## src/rtl/tx3_block_assembler.sv

```systemverilog
// Packs a valid/ready word stream into DATA_WIDTH-bit blocks for the tx3 cipher core.
// A short final block is padded with PAD_WORD and held until the consumer accepts it.
module tx3_block_assembler #(
  parameter int unsigned DATA_WIDTH = 64,
  parameter int unsigned WORD_WIDTH = 8,
  parameter logic [WORD_WIDTH-1:0] PAD_WORD = 8'h80,
  localparam int unsigned WORDS = DATA_WIDTH / WORD_WIDTH,
  localparam int unsigned CW = $clog2(WORDS + 1)
) (
  input  logic                  clk_i,
  input  logic                  rst_ni,
  input  logic [WORD_WIDTH-1:0] word_i,
  input  logic                  word_valid_i,
  output logic                  word_ready_o,
  input  logic                  last_i,
  output logic [DATA_WIDTH-1:0] block_o,
  output logic                  block_valid_o,
  input  logic                  block_ready_i,
  output logic [CW-1:0]         block_pad_count_o
);

  generate
    if ((DATA_WIDTH % WORD_WIDTH) != 0) begin : g_width_check
      $error("DATA_WIDTH must be a multiple of WORD_WIDTH");
    end
  endgenerate

  localparam logic [0:0]    S_FILL    = 1'b0;
  localparam logic [0:0]    S_FULL    = 1'b1;
  localparam logic [CW-1:0] LAST_SLOT = CW'(WORDS - 1);

  logic [0:0]            state_q, state_d;
  logic [CW-1:0]         count_q, count_d;
  logic [CW-1:0]         pad_q, pad_d;
  logic [DATA_WIDTH-1:0] block_q, block_d;

  logic          accept;
  logic          closing;
  logic [CW-1:0] wr_idx;

  // Ready is forced low during reset; in FULL it follows the consumer so a new
  // word can open the next block in the same cycle the held one is taken.
  assign word_ready_o = rst_ni & ((state_q == S_FILL) | block_ready_i);
  assign accept       = word_valid_i & word_ready_o;
  assign wr_idx       = (state_q == S_FULL) ? '0 : count_q;
  assign closing      = accept & (last_i | (wr_idx == LAST_SLOT));

  assign block_o           = block_q;
  assign block_valid_o     = (state_q == S_FULL);
  assign block_pad_count_o = pad_q;

  generate
    for (genvar gi = 0; gi < int'(WORDS); gi++) begin : g_slot
      localparam logic [CW-1:0] SLOT = CW'(gi);
      always_comb begin
        block_d[gi*WORD_WIDTH +: WORD_WIDTH] = block_q[gi*WORD_WIDTH +: WORD_WIDTH];
        if (accept) begin
          if (wr_idx == SLOT) begin
            block_d[gi*WORD_WIDTH +: WORD_WIDTH] = word_i;
          end else if (last_i && (SLOT > wr_idx)) begin
            block_d[gi*WORD_WIDTH +: WORD_WIDTH] = PAD_WORD;
          end
        end
      end
    end
  endgenerate

  always_comb begin
    state_d = state_q;
    count_d = count_q;
    pad_d   = pad_q;
    if (state_q == S_FILL) begin
      if (closing) begin
        state_d = S_FULL;
        count_d = '0;
        pad_d   = LAST_SLOT - wr_idx;
      end else if (accept) begin
        count_d = count_q + CW'(1);
      end
    end else if (block_ready_i) begin
      if (closing) begin
        // Turnover straight into another complete block: no bubble on valid.
        count_d = '0;
        pad_d   = LAST_SLOT - wr_idx;
      end else if (accept) begin
        state_d = S_FILL;
        count_d = CW'(1);
      end else begin
        state_d = S_FILL;
        count_d = '0;
      end
    end
  end

  always_ff @(posedge clk_i or negedge rst_ni) begin
    if (!rst_ni) begin
      state_q <= S_FILL;
      count_q <= '0;
      pad_q   <= '0;
      block_q <= '0;
    end else begin
      state_q <= state_d;
      count_q <= count_d;
      pad_q   <= pad_d;
      block_q <= block_d;
    end
  end

endmodule

```

## config.mk

```make
export PLATFORM = sky130hd
export DESIGN_NAME = tx3_block_assembler
export DESIGN_NICKNAME = d
export VERILOG_FILES = /design/src/rtl/tx3_block_assembler.sv
export SDC_FILE = /design/constraint.sdc
export NUM_CORES = 1
export LEC_CHECK = 0
export CAP_MARGIN = 25
export CORE_UTILIZATION = 52
export CTS_CLUSTER_DIAMETER = 80
export DETAILED_ROUTE_END_ITERATION = 8
export GPL_ROUTABILITY_DRIVEN = 0
export PLACE_DENSITY = 0.84
export SYNTH_ARGS = -nofsm -noshare
export SYNTH_HDL_FRONTEND = slang
export SYNTH_SLANG_ARGS = --single-unit
```

## constraint.sdc

```tcl
create_clock -name clk_i -period 2.8 [get_ports clk_i]
set_clock_uncertainty 0.15 [all_clocks]
set_input_delay 0.7 -clock clk_i [delete_from_list [all_inputs] [get_ports clk_i]]
set_output_delay 0.7 -clock clk_i [all_outputs]
set_load 0.005 [all_outputs]
```

# Word level (Yosys, flattened, before mapping)
# Cells that the tools add are included.
# word_totals
input_bits	13
elab_cells	91
memories	0
mem_bits_ro	0
out_inout_bits	70
mem_bits_rw	0
register_bits	73
latch_bits	0
# op_classes
multipliers	0
n_eq_ne	8
magnitude_cmp	8
n_mux	29
n_bitwise	6
shift	0
div	0
reduce_logical	27
n_addsub	2
# op_table
op	n
2-to-1 mux 8 bit	16
2-to-1 mux 4 bit	8
AND reduction 2 bit	9
== test 4 x 3 -> 1 bit, second input constant	4
> comparator 3 x 4 -> 1 bit, first input constant	4
nonzero test 2 bit	8
== test 4 x 2 -> 1 bit, second input constant	2
> comparator 1 x 4 -> 1 bit, first input constant	2
> comparator 2 x 4 -> 1 bit, first input constant	2
logical AND 1 bit	8
2-to-1 mux 1 bit	5
adder 4 x 1 -> 4 bit, second input constant	1
== test 4 x 1 -> 1 bit, second input constant	1
logical NOT 4 bit	1
subtractor 3 x 4 -> 4 bit, first input constant	1
bitwise AND 1 bit	3
nonzero test 3 bit	1
inequality test 2 bit, second input constant	1
bitwise OR 1 bit	2
NOT 1 bit	1

# Depth between registers and ports, before layout
# Gate-level depths: netlist of the first run.
# depth
ltp_word	8
mapped_depth	7
ltp_nobuf	4

# Least setup slack after synthesis of the first run
# OpenSTA, ideal clock, no wires.
# synth_path
path_type	input-to-reg
start	input port last_i
end	register block_q[47] (netlist: block_o[47])
setup_slack_ns	0.729
n_path_buf	1
stages	4
setup_ns	0.125
arrival_ns	1.796
required_ns	2.525
cell_sequence	buf_4 and2_1 o31ai_4 mux2_4
# synth_via
elab_chain_cells	3
# synth_lines
item	line	source
start, declared	15	input logic last_i,
logical AND 1 bit	60	end else if (last_i && (SLOT > wr_idx)) begin
nonzero test 2 bit (no line)	n/a	
AND reduction 2 bit (no line)	n/a	
end signal, assigned	105	block_q <= block_d;
end, declared	35	logic [DATA_WIDTH-1:0] block_q, block_d;
# Every way passes these cells.
# A chain may end at the register's enable or synchronous reset.

# Final worst setup path of the first run
# layout_path
start	register state_q (netlist: block_valid_o)
end	output port block_valid_o
# layout_rtl
item	line	source
start, declared	32	logic [0:0] state_q, state_d;
start signal, assigned	102	state_q <= state_d;
end, declared	17	output logic block_valid_o,
# No word-level cell between the ends.

==> results.cfg, run 1 <==
[timing]
fin_crit_sh_pct = 88.6
finalCriticalPeriod_ns = 2.48
tns_ns = 0
setup_slack_ns = 0.319
slew_headroom_pct = 41.6
final-hold-violation-count = 0
worstMarginPinSlew_ns = 0.876
finalSetupViolCount = 0
setup_repair_after_global_routing_missed_its_margin = no
max_freq_mhz = 403
final_max_slew_viol_count = 0

[global_routing]
grt_max_degree = 74
globalRouteOverflowTotal = 0
grt_first_pass_wirelength_um = 11800
gr-usage-all-layers_pct = 24.9
first_global_vias = 2314
initial_antenna_violation_count = 0

[logic_synthesis]
synthTopCellsByArea = dfrtp_1 (57%), a22o_1 (7.6%), mux2i_1 (4.7%)
postSynth.topFlopCell = dfrtp_1
syn-cell-area_um2 = 3220
synth-seq-area-share_pct = 56.8
post_synthesis_instance_total = 280
synth-async-reset-ratio_pct = 100
synth.cells.most_frequent = dfrtp_1 (73), nand2_1 (35), a22o_1 (28)
ys_types = 47
synth-warning-count = 0
net_count_synth = 294
postSynthRegisterBits = 73
synthDominantCellAreaShare_pct = 56.8
count_of_flip_flops_with_a_built_in_enable_after_synthesis = 0
mean_cell_area_of_the_mapped_netlist_um2 = 11.5
synthMostInstantiatedCell = dfrtp_1
biggest_area_consumer_among_synthesized_cells = dfrtp_1

[clock_network]
clk-insertion-delay-late_ns = 0.34
cts-root-to-sink-buffers = 2
cts.htree.levels = 3
cts-root-buf = clkbuf_8
cts_tree = yes
worst_setup_hold_path_clk_slew_ns = 0.08
cts.hold.buffers_added = 0
number_of_clock_sinks_seen_by_cts = 73
cts-buffers-inserted = 9

[placed_design]
port_buffers = 82
detailedPlacementHpwl_um = 5110
placement.setup.worst_slack_ns = 0.0126
dpl.cell_count = 427

[power_and_ir_drop]
pwr-share-comb_pct = 28.4
netSwitchingFraction_pct = 27.2
switching_power_of_the_nets_uw = 904
power.share.sequential_pct = 43.7
p_leak_uw = 0.00189
clkPwrFrac_pct = 27.9
intPower_uw = 2420
ir_worst_vdd_mv = 0.497
pwr_density_cell_nw_per_um2 = 770

[detailed_routing]
wire_per_inst_um = 16.9
total_length_of_routed_met2_wires_um = 3680
routed_via_density = 5.55
route.layer.met1.wl_um = 3290
vias = 2457
drtIter0Drc = 154
routed_wirelength_um = 7490
met3RoutedLength_um = 426
1st_pass_router_iterations = 4
detail_route.drc_violations = 0
antenna_left = 0
dr.max_layer_used = met4

[finish]
area_growth_pct = 34.2
insertedDiodeCount = 0
final_cell_count_no_fill = 443
num-nets-final = 377
post_route_cells_drive_above_1_share_pct = 15.2
postLayoutCoreUtil_pct = 72.5

[floorplan]
placementRows = 28
dieHeight_um = 80.6
ios = 83
die-area_um2 = 6500
initial_utilization_pct = 54.0
fp.dieW_um = 80.6
core_area_um2 = 5960

[worst_setup_path]
critical_path_required_ns = 1.95
crit_arrival_ns = 1.63
critical_path_cell_sequence = buf_4, clkdlybuf4s50_1
path_max_fanout = 12
timing.critical_path.slowest_stage_cell = dfrtp_1
category_of_the_most_critical_setup_path = flop to output pin
worstSetupEndpointType = output pin
reg2reg_slack_ns = 0.74
cp_slowest_stage_delay_ns = 0.52
worst_setup_path_start_kind = flop

[hold_path]
min-delay-path-class = flop to flop

[run_status]
status = complete, no violations

[run]
maxCapViolCount = 0
-- per-stage QoR --
stage / area [um^2] / hold slack (ns) / total power (uW)
3_3_place_gp: 4090 / 0.310 / 2380
5_1_grt: 4320 / 0.356 / 3480
2_1_floorplan: 3220 / 0.254 / 1830
3_5_place_dp: 4090 / 0.320 / 2410
4_1_cts: 4310 / 0.336 / 3340
6_report: 4320 / 0.332 / 3320
-- cell usage in the layout, fill, tap and decap left out, types with 7 or more instances in the layout --
cell type,count
dfrtp_1,73
nand2_1,35
clkbuf_8,10
a21oi_1,7
buf_4,8
mux2_2,11
a22o_1,28
mux2i_1,15
clkdlybuf4s50_1,80
inv_1,22
o21ai_0,10
-- layer usage --
layer / up-vias / global-route usage, %
li1: 1143 / -
met1: 1217 / 33.1
met2: 87 / 39.7
met3: 10 / 4.55
met4: 0 / 11.1
met5: - / 0
-- sequential cells by signal, indices dropped and copies added (netlist names) --
name               cells
block_o               64
block_pad_count_o      4
count_q                4
block_valid_o          1
-- path summary, 6_finish.rpt --
path	endpoint	from	depth (start not counted)
setup / recovery	block_valid_o	block_valid_o	2
hold / removal	block_o[31]	block_o[31]	1
setup reg to reg	block_o[0]	block_valid_o	5
hold reg to reg	block_o[31]	block_o[31]	1
max in group asynchronous	block_o[11]	rst_ni	2
min in group asynchronous	block_pad_count_o[2]	rst_ni	2
-- cell type report --
type                       count  area (um^2)
multi-input combinational    167         1210
timing repair buffer          90          878
inverter                      22         82.6
sequential                    73         1830
clock inverter                 6         90.1
fill                         435         1640
tap                           75         93.8
clock buffer                  10          138
-- power by group through the flow --
stage                     Sequential, uW  Clock, uW  Combinational (uW)
after floorplan                     1450          0                 378
after global placement              1460          0                 920
after detailed placement            1470          0                 946
after CTS                           1450        937                 957
after global routing                1480        975                1030
final                               1450        929                 943
-- cells by family (layout without fill, tap and decap cells) --
group,Yosys count,in the layout,share of synthesized area [%]
simple gates,72,72,12.1
mux,27,27,8.99
fa+ha+maj,1,1,0.389
compound gates,67,67,16.1
buf+inv,40,128,5.64
flops,73,73,56.8
-- worst max-delay path: cells and delay by family, from the launching register on --
kind	cells	cell delay [ns]
buffers and inverters	2	0.76
DFF	1	0.52
-- repair_timing --
item                       CTS  global route
buffers inserted             0             0
setup endpoints to repair    0             1
gates resized for setup      0             1
Note: power is estimated with default switching activity, not from simulation.
==> run 2: changes to the inputs <==
--- a/config.mk
+++ b/config.mk
@@ -7,9 +7,9 @@
 export LEC_CHECK = 0
 export CAP_MARGIN = 25
 export CORE_UTILIZATION = 52
-export CTS_CLUSTER_DIAMETER = 80
 export DETAILED_ROUTE_END_ITERATION = 8
 export GPL_ROUTABILITY_DRIVEN = 0
+export MAX_ROUTING_LAYER = met4
 export PLACE_DENSITY = 0.84
 export SYNTH_ARGS = -nofsm -noshare
 export SYNTH_HDL_FRONTEND = slang
==> results.cfg, run 2 (synthesis results as in run 1) <==
[run_status]
status = complete, no violations

[global_routing]
globalRouteOverflowTotal = 0
grt_first_pass_wirelength_um = 11700
gr-usage-all-layers_pct = 25.6
first_global_vias = 2317
initial_antenna_violation_count = 0
grt_max_degree = 74

[hold_path]
min-delay-path-class = flop to flop

[detailed_routing]
routed_via_density = 5.51
drtIter0Drc = 157
1st_pass_router_iterations = 4
detail_route.drc_violations = 0
antenna_left = 0
wire_per_inst_um = 17.0
vias = 2442
routed_wirelength_um = 7550

[floorplan]
die-area_um2 = 6500
fp.dieW_um = 80.6
placementRows = 28
dieHeight_um = 80.6
ios = 83
initial_utilization_pct = 54.0
core_area_um2 = 5960

[timing]
tns_ns = 0
max_freq_mhz = 404
finalCriticalPeriod_ns = 2.48
final_max_slew_viol_count = 0
setup_slack_ns = 0.324
fin_crit_sh_pct = 88.4
fin_worst_hold_slack_ns = 0.332
slew_headroom_pct = 41.1
worstMarginPinSlew_ns = 0.884
finalSetupViolCount = 0
setup_repair_after_global_routing_missed_its_margin = no
final-hold-violation-count = 0

[power_and_ir_drop]
pwr_density_cell_nw_per_um2 = 770
power.total_uw = 3330
netSwitchingFraction_pct = 27.2
switching_power_of_the_nets_uw = 905
pwr-share-comb_pct = 28.4
power.share.sequential_pct = 43.7
intPower_uw = 2420
ir_worst_vdd_mv = 0.497
clkPwrFrac_pct = 27.9
p_leak_uw = 0.00189

[worst_setup_path]
cpLargestDelayFamily = buffers and inverters
cp_slowest_stage_delay_ns = 0.52
path_max_fanout = 12
critical_path_required_ns = 1.95
worstSetupEndpointType = output pin
crit_arrival_ns = 1.63
timing.critical_path.slowest_stage_cell = dfrtp_1
worst_setup_path_start_kind = flop
critical_path_buf_inv_count = 2
category_of_the_most_critical_setup_path = flop to output pin
critical_path_cell_sequence = buf_4, clkdlybuf4s50_1

[finish]
n_fill_cell = 435
insertedDiodeCount = 0
num-nets-final = 377
highest_count_cells_in_the_layout_ignoring_fill_and_taps = clkdlybuf4s50_1 (80), dfrtp_1 (73), nand2_1 (35)
layout.cells.most_common = clkdlybuf4s50_1
area_growth_pct = 34.2
final_cell_count_no_fill = 443
largest_reg_flops = 64
post_route_cells_drive_above_1_share_pct = 15.2

[run]
maxCapViolCount = 0

[clock_network]
number_of_clock_sinks_seen_by_cts = 73
cts_tree = yes
cts-root-to-sink-buffers = 2
cts-root-buf = clkbuf_8
cts.htree.levels = 3
cts_post_setup_buffers_inserted = 0
clk-insertion-delay-late_ns = 0.34
cts-buffers-inserted = 9
worst_setup_hold_path_clk_slew_ns = 0.08

[placed_design]
placement.setup.worst_slack_ns = 0.0126
port_buffers = 82
detailedPlacementHpwl_um = 5110
dpl.cell_count = 427
==> run 2: worst register-to-register path: cells and delay by family (launching register included) <==
kind | cells | cell delay [ns]
compound gates | 1 | 0.07
buf+inv | 1 | 0.24
flops | 1 | 0.52
mux | 1 | 0.40
simple gates | 2 | 0.57
==> run 2: metal layers <==
layer	global-route usage, %	vias to the layer above	share of wire (%)
li1	-	1143	-
met1	33.2	1204	45
met2	39.8	83	48
met3	4.09	12	4.8
met4	11.1	0	1.5
met5	-	-	0
==> run 2: layout make-up <==
| cell class | count | area, um^2 | share of cell area, % |
|---|---|---|---|
| Multi-Input combinational cell | 167 | 1210 | 28.0 |
| Timing Repair Buffer | 90 | 878 | 20.3 |
| Tap cell | 75 | 93.8 | 2.17 |
| Clock inverter | 6 | 90.1 | 2.09 |
| Inverter | 22 | 82.6 | 1.91 |
| Sequential cell | 73 | 1830 | 42.3 |
| Clock buffer | 10 | 138 | 3.19 |
==> run 2: final timing paths <==
path | start | endpoint | slack (ns) | cells past startpoint
min in group asynchronous | rst_ni | block_pad_count_o[0] | 0.49 | 2
worst min-delay path | block_o[31] | block_o[31] | 0.33 | 1
max in group asynchronous | rst_ni | block_o[15] | 1.44 | 2
worst max register to register | block_valid_o | block_o[0] | 0.74 | 5
worst min register to register | block_o[31] | block_o[31] | 0.33 | 1
worst max-delay path | block_valid_o | block_valid_o | 0.32 | 2
==> run 2: power groups by stage <==
stage	Combinational, uW	Clock, uW	Sequential (uW)
2_1_floorplan	378	0	1450
3_3_place_gp	920	0	1460
3_5_place_dp	946	0	1470
4_1_cts	957	937	1450
5_1_grt	1030	975	1480
6_report	944	929	1450
==> run 2: stage by stage <==
step | util [%] | instance area (um^2)
global route | 72.5 | 4320
global placement | 68.6 | 4090
floorplan | - | 3220
finish | 72.5 | 4320
detailed placement | 68.6 | 4090
CTS | 72.4 | 4310
==> run 2: what timing repair did <==
item | CTS | global route
resized for setup | 0 | 1
endpoints found under the setup margin | 0 | 1
hold buffers | 0 | 0
